`config.mk`:
```
export PLATFORM = sky130hd
export DESIGN_NAME = time_keeper
export DESIGN_NICKNAME = d
export VERILOG_FILES = /design/src/rtl/time_keeper.sv
export SDC_FILE = /design/constraint.sdc
export NUM_CORES = 1
export LEC_CHECK = 0
export ABC_CLOCK_PERIOD_IN_PS = 3600
export BUFFER_PORTS_ARGS = -buffer_cell sky130_fd_sc_hd__buf_2
export CORE_MARGIN = 3
export CORE_UTILIZATION = 55
export CTS_CLUSTER_DIAMETER = 120
export DETAILED_ROUTE_END_ITERATION = 10
export PLACE_DENSITY = 0.8
export SYNTH_ARGS = -nofsm -noshare
export SYNTH_HDL_FRONTEND = slang
export SYNTH_SLANG_ARGS = --single-unit
```
`constraint.sdc`:
```
create_clock -name clk_in -period 3.6 [get_ports clk_in]
set_input_delay 0.54 -clock clk_in [delete_from_list [all_inputs] [get_ports clk_in]]
set_output_delay 0.54 -clock clk_in [all_outputs]
set_load 0.03 [all_outputs]
```
`src/rtl/time_keeper.sv`:
```
// ---------------------------------------------------------------------------
// time_keeper
//   12-hour clock with AM/PM flag, driven by a single clock and two raw
//   set buttons (hour, minute). Each button is synchronized, debounced and
//   fed to a small IDLE/HELD/REPEAT set machine that issues one increment
//   on press and auto-repeats while held. Normal timekeeping is frozen for
//   as long as either debounced button is down.
//
// Ports
//   clk_in    in   1  only clock
//   reset_n   in   1  asynchronous active-low reset
//   btn_hr    in   1  raw hour-set button, active-high
//   btn_min   in   1  raw minute-set button, active-high
//   hours     out  4  binary hour 1..12
//   min_tens  out  4  BCD minute tens 0..5
//   min_ones  out  4  BCD minute ones 0..9
//   sec       out  6  binary seconds 0..59
//   pm        out  1  1 = PM, 0 = AM
//   sec_tick  out  1  one-cycle pulse per second boundary
// ---------------------------------------------------------------------------

// ---------------------------------------------------------------------------
// time_keeper_btn
//   One button channel: 2-flop synchronizer, debounce counter and set FSM.
//
// Ports
//   clk_in      in   1  clock
//   reset_n     in   1  asynchronous active-low reset
//   btn         in   1  raw asynchronous button
//   level       out  1  registered debounced level
//   level_next  out  1  value level takes at the next edge
//   inc         out  1  registered one-cycle increment request
// ---------------------------------------------------------------------------
module time_keeper_btn #(
   parameter int DEBOUNCE_CYCLES = 1000000,
   parameter int REPEAT_CYCLES   = 25000000
) (
   input  logic clk_in,
   input  logic reset_n,
   input  logic btn,
   output logic level,
   output logic level_next,
   output logic inc
);

   localparam int DW = (DEBOUNCE_CYCLES > 1) ? $clog2(DEBOUNCE_CYCLES) : 1;
   localparam int RW = (REPEAT_CYCLES > 1) ? $clog2(REPEAT_CYCLES) : 1;
   localparam logic [DW-1:0] DB_LAST  = DW'(DEBOUNCE_CYCLES - 1);
   localparam logic [RW-1:0] RPT_LAST = RW'(REPEAT_CYCLES - 1);

   typedef enum logic [1:0] {
      IDLE   = 2'd0,
      HELD   = 2'd1,
      REPEAT = 2'd2
   } state_t;

   state_t          state, state_n;
   logic            sync_p0, sync_p1;
   logic [DW-1:0]   db_cnt, db_cnt_n;
   logic [RW-1:0]   rpt_cnt, rpt_cnt_n;
   logic            inc_n;

   // ---- stage p0/p1: two-flop synchronizer ----
   always_ff @(posedge clk_in or negedge reset_n) begin
      if (!reset_n) begin
         sync_p0 <= 1'b0;
         sync_p1 <= 1'b0;
      end else begin
         sync_p0 <= btn;
         sync_p1 <= sync_p0;
      end
   end

   // ---- debounce: the level flips on the DEBOUNCE_CYCLES-th consecutive
   //      disagreeing cycle; any agreeing cycle restarts the count ----
   always_comb begin
      level_next = level;
      db_cnt_n   = '0;
      if (sync_p1 != level) begin
         if (db_cnt == DB_LAST) begin
            level_next = sync_p1;
         end else begin
            db_cnt_n = db_cnt + DW'(1);
         end
      end
   end

   always_ff @(posedge clk_in or negedge reset_n) begin
      if (!reset_n) begin
         level  <= 1'b0;
         db_cnt <= '0;
      end else begin
         level  <= level_next;
         db_cnt <= db_cnt_n;
      end
   end

   // ---- set FSM: level is already registered, so "level high while IDLE"
   //      is exactly the debounced rising edge ----
   always_comb begin
      state_n   = state;
      rpt_cnt_n = rpt_cnt;
      inc_n     = 1'b0;
      case (state)
         IDLE: begin
            rpt_cnt_n = '0;
            if (level) begin
               state_n = HELD;
               inc_n   = 1'b1;
            end
         end
         HELD, REPEAT: begin
            if (!level) begin
               state_n   = IDLE;
               rpt_cnt_n = '0;
            end else if (rpt_cnt == RPT_LAST) begin
               state_n   = REPEAT;
               inc_n     = 1'b1;
               rpt_cnt_n = '0;
            end else begin
               rpt_cnt_n = rpt_cnt + RW'(1);
            end
         end
         default: begin
            state_n   = IDLE;
            rpt_cnt_n = '0;
         end
      endcase
   end

   always_ff @(posedge clk_in or negedge reset_n) begin
      if (!reset_n) begin
         state   <= IDLE;
         rpt_cnt <= '0;
         inc     <= 1'b0;
      end else begin
         state   <= state_n;
         rpt_cnt <= rpt_cnt_n;
         inc     <= inc_n;
      end
   end

endmodule

module time_keeper #(
   parameter int CLK_HZ          = 100000000,
   parameter int DEBOUNCE_CYCLES = 1000000,
   parameter int REPEAT_CYCLES   = 25000000
) (
   input  logic       clk_in,
   input  logic       reset_n,
   input  logic       btn_hr,
   input  logic       btn_min,
   output logic [3:0] hours,
   output logic [3:0] min_tens,
   output logic [3:0] min_ones,
   output logic [5:0] sec,
   output logic       pm,
   output logic       sec_tick
);

   localparam int PW = (CLK_HZ > 1) ? $clog2(CLK_HZ) : 1;
   localparam logic [PW-1:0] PRESC_LAST = PW'(CLK_HZ - 1);

   logic          hr_level, hr_level_next, hr_inc;
   logic          min_level, min_level_next, min_inc;
   logic          pressed, press_next, min_apply;
   logic [PW-1:0] presc, presc_n;
   logic          sec_tick_n;
   logic [3:0]    hours_n, min_tens_n, min_ones_n;
   logic [5:0]    sec_n;
   logic          pm_n;
   logic [8:0]    mstep;

   // Returns {pm, hours}: 12 wraps to 1, 11->12 flips AM/PM. Anything at or
   // above 12 lands on 1 so a corrupted value cannot persist.
   function automatic logic [4:0] hour_step(input logic [3:0] h, input logic p);
      logic [3:0] h_n;
      logic       p_n;
      h_n = h + 4'd1;
      p_n = p;
      if (h >= 4'd12) begin
         h_n = 4'd1;
      end else if (h == 4'd11) begin
         p_n = ~p;
      end
      return {p_n, h_n};
   endfunction

   // Returns {carry, tens, ones} for a BCD minute increment; 59 -> 00 carries.
   function automatic logic [8:0] min_step(input logic [3:0] t, input logic [3:0] o);
      logic [3:0] t_n;
      logic [3:0] o_n;
      logic       c;
      t_n = t;
      o_n = o + 4'd1;
      c   = 1'b0;
      if (o >= 4'd9) begin
         o_n = 4'd0;
         if (t >= 4'd5) begin
            t_n = 4'd0;
            c   = 1'b1;
         end else begin
            t_n = t + 4'd1;
         end
      end
      return {c, t_n, o_n};
   endfunction

   time_keeper_btn #(
      .DEBOUNCE_CYCLES (DEBOUNCE_CYCLES),
      .REPEAT_CYCLES   (REPEAT_CYCLES)
   ) u_hr (
      .clk_in     (clk_in),
      .reset_n    (reset_n),
      .btn        (btn_hr),
      .level      (hr_level),
      .level_next (hr_level_next),
      .inc        (hr_inc)
   );

   time_keeper_btn #(
      .DEBOUNCE_CYCLES (DEBOUNCE_CYCLES),
      .REPEAT_CYCLES   (REPEAT_CYCLES)
   ) u_min (
      .clk_in     (clk_in),
      .reset_n    (reset_n),
      .btn        (btn_min),
      .level      (min_level),
      .level_next (min_level_next),
      .inc        (min_inc)
   );

   assign pressed    = hr_level | min_level;
   assign press_next = hr_level_next | min_level_next;
   // Hour wins a same-cycle collision; the minute request is dropped.
   assign min_apply  = min_inc & ~hr_inc;

   // ---- prescaler: cleared using the debounced level as it is being
   //      loaded, so sec_tick can never be high while a button reads down ----
   always_comb begin
      if (press_next || min_apply) begin
         presc_n = '0;
      end else if (presc == PRESC_LAST) begin
         presc_n = '0;
      end else begin
         presc_n = presc + PW'(1);
      end
      sec_tick_n = (presc_n == PRESC_LAST) && !press_next;
   end

   always_ff @(posedge clk_in or negedge reset_n) begin
      if (!reset_n) begin
         presc    <= '0;
         sec_tick <= 1'b0;
      end else begin
         presc    <= presc_n;
         sec_tick <= sec_tick_n;
      end
   end

   // ---- time registers: set increments take priority over the tick ----
   always_comb begin
      hours_n    = hours;
      pm_n       = pm;
      min_tens_n = min_tens;
      min_ones_n = min_ones;
      sec_n      = sec;
      mstep      = min_step(min_tens, min_ones);
      if (hr_inc) begin
         {pm_n, hours_n} = hour_step(hours, pm);
      end else if (min_apply) begin
         {min_tens_n, min_ones_n} = mstep[7:0];
         sec_n = 6'd0;
      end else if (sec_tick && !pressed) begin
         if (sec >= 6'd59) begin
            sec_n = 6'd0;
            {min_tens_n, min_ones_n} = mstep[7:0];
            if (mstep[8]) begin
               {pm_n, hours_n} = hour_step(hours, pm);
            end
         end else begin
            sec_n = sec + 6'd1;
         end
      end
   end

   always_ff @(posedge clk_in or negedge reset_n) begin
      if (!reset_n) begin
         hours    <= 4'd12;
         pm       <= 1'b0;
         min_tens <= 4'd0;
         min_ones <= 4'd0;
         sec      <= 6'd0;
      end else begin
         hours    <= hours_n;
         pm       <= pm_n;
         min_tens <= min_tens_n;
         min_ones <= min_ones_n;
         sec      <= sec_n;
      end
   end

endmodule

```
# == Word level (Yosys, flattened, before mapping) ==
# Index checks and enable logic that the tools add are counted.
# op_classes
reduce_logical,19
n_eq_ne,18
muxes,59
order_cmp,4
add_sub_neg,9
bitwise,5
# op_table
cell,count
$mux 25,6
$mux 20,4
$mux 4,15
$eq 27x27->1 const B,2
$mux 27,2
$add 25x1->25 const B,2
$eq 25x25->1 const B,2
$add 20x1->20 const B,2
$eq 20x20->1 const B,2
$add 27x1->27 const B,1
$mux 1,19
$mux 6,3
$add 4x1->4 const B,3
$mux 2,6
$reduce_bool 2->1,5
$ge 4x4->1 const B,2
$pmux 2 s2,2
$add 6x1->6 const B,1
$ge 6x6->1 const B,1
$ne 2x1->1 const B,3
$ne 3x3->1 const B,2
$reduce_and 2->1,3
$eq 2x1->1 const B,2
$eq 2x2->1 const B,2
other kinds (14),22
# word_totals
reg_bits,149
out_inout_bits,20

# == Depth between registers and ports, before layout ==
# Gate-level depths: netlist (run 1).
# depth
ltp_word,8
depth_mapped,9
ltp_nobuf,8

# == Modules after synthesis ==
# Synthesis (run 1) repeated with hierarchy kept, for this count alone.
# hier_totals
cells_unflattened,820
area_unflattened_um2,7853.8
# by_module_without_submodules
mod,area_per_inst_um2,cells_per_inst,n_inst,seq_area_each_um2
time_keeper_btn at u_min,2652.5,270,1,1276.2
time_keeper,2616.3,286,1,1178.6
time_keeper_btn at u_hr,2585.0,264,1,1276.2

# == Worst setup path after synthesis (run 1) ==
# Ideal clock, no wire load.
# synth_timing
kind,register to register
startpoint,register u_hr.db_cnt[0]
endpoint,register sec_tick
setup_slack_ns,1.093
t_required_ns,3.505
arrival_time_ns,2.412
stages_incl_launch_ff,9
setup_ns,0.095
n_path_buf,1
cell_sequence,dfrtp_1 -> ha_1 -> and4_1 -> nand2_1 -> nor3_1 -> mux2_2 -> or4b_1 -> buf_2 -> nor4b_2
# synth_between
elab_chain_len,8
elab_cells_between_ends,9
cone_classes,2 x eq/ne; 3 x mux; 1 x bitwise; 3 x reduce/logical
# synth_lines
element,line_no,source
from (decl),59,"logic [DW-1:0] db_cnt, db_cnt_n;"
from (signal assigned),94,db_cnt <= db_cnt_n;
$eq 20x20->1 (*),80,if (db_cnt == DB_LAST) begin
$mux 1 (*),80,
$mux 1 (*),79,if (sync_p1 != level) begin
net hr_level_next,165,"logic hr_level, hr_level_next, hr_inc;"
$or 1x1->1 (*),235,assign press_next = hr_level_next | min_level_next;
$logic_or 1x1->1,242,if (press_next || min_apply) begin
$mux 27,242,
$eq 27x27->1,249,sec_tick_n = (presc_n == PRESC_LAST) && !press_next;
$logic_and 1x1->1 (*),249,
net sec_tick_n,169,logic sec_tick_n;
to (signal assigned),258,sec_tick <= sec_tick_n;
to (decl),159,output logic sec_tick
# The timed path passes the listed nets; every way through them passes the cells marked *.
# A chain may end at the register's enable or synchronous reset.

# == Final worst setup path (run 1) ==
# Ends and elaborated chain as after synthesis.

==> results by group, run 1 <==
Status
  • Status: finished, final reports clean

Clock tree
  • Clock sinks: 149
  • Clk_lat worst skew: 430 ps
  • H-Tree Depth: 4
  • CTS root buf: clkbuf_16
  • Clock buffers created by TritonCTS: 17
  • Post-CTS Setup Bufs: 0
  • CTS Buffer Depth: 2
  • Post-CTS Hold Fix Bufs: 0
  • Post-cts resize count: 0
  • Clock slew seen by the registers of the worst setup and hold paths: 60 ps
  • CTS tree: yes

Final layout
  • Area of the multi-input gates: 3669 sq um
  • FF+latch area: 3731 sq um
  • ANT cells: 0
  • P&R area growth vs syn: 10.76%
  • Share of cells above drive strength 1: 9.866%
  • Fill cells: 1084
  • Final nets: 831

Synth
  • Count leader, synth: dfrtp_1
  • Seq/Total Area, Yosys: 49.00%
  • Synth unique cells: 66
  • #FFs+latches synth: 149
  • Post-synth top area share: 48.31%
  • Syn Std Cell Area: 7615 sq um
  • Synth area leader: dfrtp_1
  • Synth Warn #: 0
  • Synthesized area per cell: 9.688 sq um
  • Top cells by area, synth: dfrtp_1 48%, xor2_1 7.4%, nor2_1 6.8%
  • EDFF count, synth: 0
  • Most instantiated cells after synthesis: 147 x dfrtp_1, 138 x nor2_1, 65 x nand3_1, 64 x xor2_1, 55 x nand2_1
  • Net count after synthesis: 809
  • Synthesized netlist cell count: 786
  • Async set-reset flop share out of synthesis: 100.0%
  • Primary FF master, synth: dfrtp_1

Setup path
  • Worst Path Max Fanout: 25
  • Slowest CP cell: or4b_1
  • Crit path required time: 3930 ps
  • Worst path arrival time: 3200 ps
  • Slowest cell delay on critical path: 530 ps
  • CP Class: reg2reg
  • Critical path endpoint category: register
  • Crit-path cells: ha_1, and4_1, nand2_1, nor3_1, mux2_2, or4b_1, buf_4, nor4b_2
  • CP startpoint kind: register
  • R2R setup slack: 740 ps

STA
  • Pins Over Slew Limit: 0
  • Final setup vio count: 0
  • Worst slew pin tran: 846.6 ps
  • Endpoints failing hold: 0
  • Slew HR: 43.56%
  • Fin crit share: 79.51%
  • Peak Freq: 0.3494 GHz
  • Post-layout min period: 2862 ps
  • RSZ-0062 raised after global routing: false
  • Setup TNS: 0 ps
  • PnR worst setup slack: 737.6 ps
  • Skew final: 7.770 ps
  • Hold WS: 185.7 ps

Floorplan
  • Initial Utilization: 56.83%
  • Die area: 15290 sq um
  • I/O pin cnt: 24
  • Die Wd: 123.7 um
  • # rows: 42
  • Core ar.: 13400 sq um
  • Die height: 123.7 um

Route
  • DRC errors left: 0
  • Final ANT Viol Nets: 0
  • WL final: 14440 um
  • Initial DRT Pass Iterations: 5
  • Routed len/inst: 14.48 um
  • Initial DRC count: 524
  • Vias post-DR: 5585
  • Routed vias/inst: 5.602

Placed design
  • Final GP Congestion: 0.8977
  • Setup WS pre-CTS: 778.5 ps
  • Post-DP HPWL: 9482 um
  • Port bufs: 23

Job
  • MaxCap Viol Count: 0

Worst hold path
  • Hold Crit Class: in2async

GRT
  • First-pass GRT wire length: 25320 um
  • Vias in the first global route: 5521
  • Pin count of the biggest net entering global routing: 95
  • Gr usage total: 20.75%
  • Initial antenna violation count: 0
  • Gr ovfl total: 0

Power
  • VDD IR max: 0.3471 mV
  • PwrDens: 401.0 nW/um^2
  • Lkg Pwr: 0.003664 uW
cell type report:
type / instances / area share, %
clock buffers: 22 / 5.622
clock inverters: 10 / 0.8901
inverters: 25 / 1.113
multi-input cells: 587 / 43.50
flip-flops and latches: 149 / 44.24
well taps: 176 / 2.611
repair buffers: 28 / 2.032
worst paths after layout:
check / start / cells after the start / to
setup / recovery: u_hr.db_cnt[0]$_DFF_PN0_ / 8 / sec_tick$_DFF_PN0_
hold / removal: reset_n / 1 / min_ones[3]$_DFFE_PN0P_
setup reg to reg: u_hr.db_cnt[0]$_DFF_PN0_ / 8 / sec_tick$_DFF_PN0_
hold reg to reg: u_min.sync_p0$_DFF_PN0_ / 0 / u_min.sync_p1$_DFF_PN0_
max in group asynchronous: reset_n / 2 / u_hr.db_cnt[17]$_DFF_PN0_
min in group clk_in: btn_hr / 1 / u_hr.sync_p0$_DFF_PN0_
through the flow:
stage / power [uW] / utilization (%) / area, sq um / instances
floorplan: 1734 / - / 7615 / 786
global placement: 1777 / 58.84 / 7885 / 965
detailed placement: 1778 / 58.84 / 7885 / 965
CTS: 3408 / 62.94 / 8434 / 997
global route: 3491 / 62.94 / 8434 / 997
finish: 3383 / 62.94 / 8434 / 997
placed cells by master (no fill, tap or decap), drive strengths merged, types with 6 or more instances in the layout:
cell	netlist	routed
a21oi	13	13
xor2	64	64
nand3	67	67
nor3	16	16
o21ai	27	27
dfrtp	147	147
buf	10	28
nor2b	6	6
ha	19	19
inv	25	26
and4	14	14
xnor2	42	42
nor2	139	139
clkbuf	15	22
nand2	56	56
and3	17	17
clkinv	0	6
nand4	25	25
nor4	14	14
or3	7	7
sequential cells by signal (all words and copies together) (netlist names), 2 cells and up:
register and flops:
presc 27, u_hr.rpt_cnt 25, u_min.rpt_cnt 25, u_hr.db_cnt 20
u_min.db_cnt 20, sec 6, hours 4, min_ones 4
min_tens 4, u_hr.state 2, u_min.state 2
power breakdown:
group	internal, uW	total (uW)	switching [uW]
clock network	938	1640	700
logic	11.3	54.9	43.5
registers	1680	1690	7.20
routing by layer:
| layer | vias up | GRT usage [%] | routed length [um] |
|---|---|---|---|
| met5 | - | 0 | 0 |
| met2 | 97 | 33.56 | 6959 |
| met3 | 25 | 4.223 | 466 |
| met4 | 0 | 9.550 | 334 |
| met1 | 2710 | 26.95 | 6677 |
| li1 | 2753 | - | - |
critical path, delay by kind of cell, from the launching register on:
family                   cells  cell delay [ps]
adder cells (fa/ha/maj)      1              210
buffers and inverters        1              240
flip-flops                   1              380
multiplexers                 1              400
AND/OR/NAND/NOR              5             1520
cells by family after synthesis:
kind of cell    synth area share, %
simple gates                  26.27
xor+xnor                      12.19
mux                           1.052
fa+ha+maj                     3.122
flops                         49.00
compound gates                5.537
buf+inv                       2.826
Note: power is estimated with default switching activity, not from simulation.
==> run 2, diff against run 1 <==
--- a/config.mk
+++ b/config.mk
@@ -5,7 +5,8 @@
 export SDC_FILE = /design/constraint.sdc
 export NUM_CORES = 1
 export LEC_CHECK = 0
-export ABC_CLOCK_PERIOD_IN_PS = 3600
+export ABC_AREA = 1
+export ABC_CLOCK_PERIOD_IN_PS = 2800
 export BUFFER_PORTS_ARGS = -buffer_cell sky130_fd_sc_hd__buf_2
 export CORE_MARGIN = 3
 export CORE_UTILIZATION = 55
==> constraint.sdc (replaced) <==
create_clock -name clk_in -period 2.8 [get_ports clk_in]
set_input_delay 0.42 -clock clk_in [delete_from_list [all_inputs] [get_ports clk_in]]
set_output_delay 0.42 -clock clk_in [all_outputs]
set_load 0.03 [all_outputs]
==> run 2 against run 1 <==
- the flow now finishes with violations (negative hold slack)
- sequential share of layout area is 4.8 points lower
- worst setup slack got worse by 31 ps
- sequential power increased by 28%
- hold slack got worse by 190 ps
- die area is 11% higher
- via count is 28% higher
- synthesized cell count increased by 40%
- area after synthesis increased by 11%
- maximum frequency grew 37%
- global-route usage grew 2.3 points
- wire length is 24% higher
- count of clock-buffer cells in the layout decreased by 2
- critical path type unchanged
- critical endpoint unchanged
==> results by group, run 2 <==
Route
  • Final ANT Viol Nets: 0
  • Vias post-DR: 7163
  • Routed vias/inst: 5.366
  • Routed len/inst: 13.42 um
  • Initial DRC count: 539
  • DRC errors left: 0
  • Initial DRT Pass Iterations: 5
  • WL final: 17920 um

GRT
  • First-pass GRT wire length: 31820 um
  • Initial antenna violation count: 0
  • Gr ovfl total: 0
  • Vias in the first global route: 6885
  • GRT busiest layer: met2
  • Gr usage total: 23.05%
  • M1 GR Usage: 32.51%
  • Pin count of the biggest net entering global routing: 72
  • M3 GR Usage: 3.275%
  • Grt met2 use: 36.96%

Clock tree
  • Clk_lat worst skew: 430 ps
  • Post-CTS Setup Bufs: 0
  • CTS tree: yes
  • Post-cts resize count: 0
  • Clock buffers created by TritonCTS: 17
  • CTS root buf: clkbuf_16
  • CTS Buffer Depth: 2
  • Post-CTS Hold Fix Bufs: 0
  • Clock sinks: 149
  • Clock slew seen by the registers of the worst setup and hold paths: 60 ps
  • H-Tree Depth: 4

Synth
  • Top cells by area, synth: dfrtp_1 43%, nand2_1 10%, nor2_1 7.2%
  • Synth Warn #: 0
  • Synthesized netlist cell count: 1098
  • Primary FF master, synth: dfrtp_1
  • EDFF count, synth: 0
  • #FFs+latches synth: 149
  • Syn Std Cell Area: 8478 sq um
  • Synthesized area per cell: 7.721 sq um
  • Most instantiated cells after synthesis: 236 x nand2_1, 163 x nor2_1, 149 x inv_1, 147 x dfrtp_1, 62 x nand3_1
  • Synth area leader: dfrtp_1
  • Synth unique cells: 43
  • Count leader, synth: nand2_1
  • Seq/Total Area, Yosys: 44.01%
  • Async set-reset flop share out of synthesis: 100.0%
  • Net count after synthesis: 1121
  • Post-synth top area share: 43.39%

STA
  • Hold WS: -2.257 ps
  • PnR worst setup slack: 706.5 ps
  • Pins Over Slew Limit: 0
  • RSZ-0062 raised after global routing: false
  • Fin crit share: 74.77%
  • Peak Freq: 0.4777 GHz
  • Final setup vio count: 0
  • Slew HR: 55.44%
  • Post-layout min period: 2094 ps
  • Worst slew pin tran: 668.4 ps
  • Setup TNS: 0 ps
  • Endpoints failing hold: 5
  • Skew final: 8.051 ps

Power
  • Clock power frac: 51.8%
  • Flop pwr share: 46.5%
  • Int Power: 3697 uW
  • Lkg Pwr: 0.004271 uW
  • Combinational power share: 1.7%
  • VDD IR max: 0.3965 mV
  • Sw frac: 20.77%
  • PwrDens: 493.4 nW/um^2
  • Switching power: 968.9 uW

Final layout
  • P&R area growth vs syn: 11.53%
  • Final nets: 1161
  • Largest register FFs: 27
  • Most frequent cells in the layout: 236 x nand2_1, 163 x nor2_1, 149 x inv_1, 147 x dfrtp_1, 62 x nand3_1
  • Most common cell after layout, fill and taps aside: nand2_1
  • Biggest register: presc
  • ANT cells: 0
  • Largest regs: presc x27, u_hr.rpt_cnt x25, u_min.rpt_cnt x25
  • Fill cells: 1199
  • Share of cells above drive strength 1: 13.03%

Setup path
  • Worst Path Max Fanout: 7
  • CP Class: reg2reg
  • CP startpoint kind: register
  • Critical path endpoint category: register
  • Crit path required time: 3150 ps
  • Worst path arrival time: 2440 ps

Floorplan
  • I/O pin cnt: 24
  • Initial Utilization: 57.25%
  • Core ar.: 14810 sq um
  • Die height: 130.2 um
  • Die Wd: 130.2 um
  • # rows: 44
  • Die area: 16940 sq um

Status
  • Status: finished with violations
  • Failing checks: negative hold slack

Placed design
  • Setup WS pre-CTS: 755.5 ps
  • Port bufs: 23
  • Post-DP HPWL: 13160 um
  • Final GP Congestion: 0.9271

Job
  • MaxCap Viol Count: 0

Worst hold path
  • Hold Crit Class: in2async
run 2: critical path, stage by stage (launching register included):
cell and delay, ps:
dfrtp_1 490, ha_1 250, nand3_1 170, nor2_4 170
nand2_1 140, o21ai_1 170, nand2_1 100, nor2_1 150
nand3_1 90, nor2_1 120, nand3_1 80, nor2_1 100
run 2: metal layers:
| metal | part of all wire (%) | vias up |
|---|---|---|
| met1 | 48 | 3379 |
| met3 | 3.7 | 21 |
| met2 | 47 | 142 |
| li1 | - | 3621 |
| met4 | 1.5 | 0 |
| met5 | 0 | - |
run 2: power groups by stage:
stage / Combinational, uW / Sequential, uW / Clock [uW]
5_1_grt: 94.3 / 2170 / 2550
4_1_cts: 83.0 / 2170 / 2450
2_1_floorplan: 24.4 / 2210 / 0
3_5_place_dp: 82.2 / 2210 / 0
3_3_place_gp: 80.0 / 2210 / 0
6_report: 79.3 / 2170 / 2420
run 2: cells by family after synthesis:
kind of cell	synth area share [%]
flops	44.01
simple gates	35.36
compound gates	7.423
buf+inv	7.822
xor+xnor	2.583
fa+ha+maj	2.804
run 2: final timing paths:
kind	start	to	slack, ps	cells after the start
setup / recovery	presc[0]$_DFF_PN0_	sec_tick$_DFF_PN0_	710	11
hold / removal	reset_n	u_min.rpt_cnt[22]$_DFF_PN0_	-2	1
setup reg to reg	presc[0]$_DFF_PN0_	sec_tick$_DFF_PN0_	710	11
hold reg to reg	u_min.sync_p0$_DFF_PN0_	u_min.sync_p1$_DFF_PN0_	370	0
max in group asynchronous	reset_n	hours[3]$_DFFE_PN1P_	2070	2
min in group clk_in	btn_hr	u_hr.sync_p0$_DFF_PN0_	100	1
run 2: stage by stage:
step | power, uW | instance area (sq um) | cells | util (%)
after floorplan | 2233 | 8478 | 1098 | -
after global placement | 2289 | 8832 | 1303 | 59.64
after detailed placement | 2292 | 8832 | 1303 | 59.64
after CTS | 4707 | 9455 | 1335 | 63.85
after global routing | 4813 | 9455 | 1335 | 63.85
final | 4666 | 9455 | 1335 | 63.85
run 2: layout make-up:
type	instances	area, sq um	area share (%)
timing repair buffer	30	186.4	1.972
clock inverter	12	176.4	1.866
sequential	149	3731	39.46
tap	184	230.2	2.435
clock buffer	20	446.7	4.724
inverter	160	600.6	6.352
multi-input combinational	780	4084	43.19
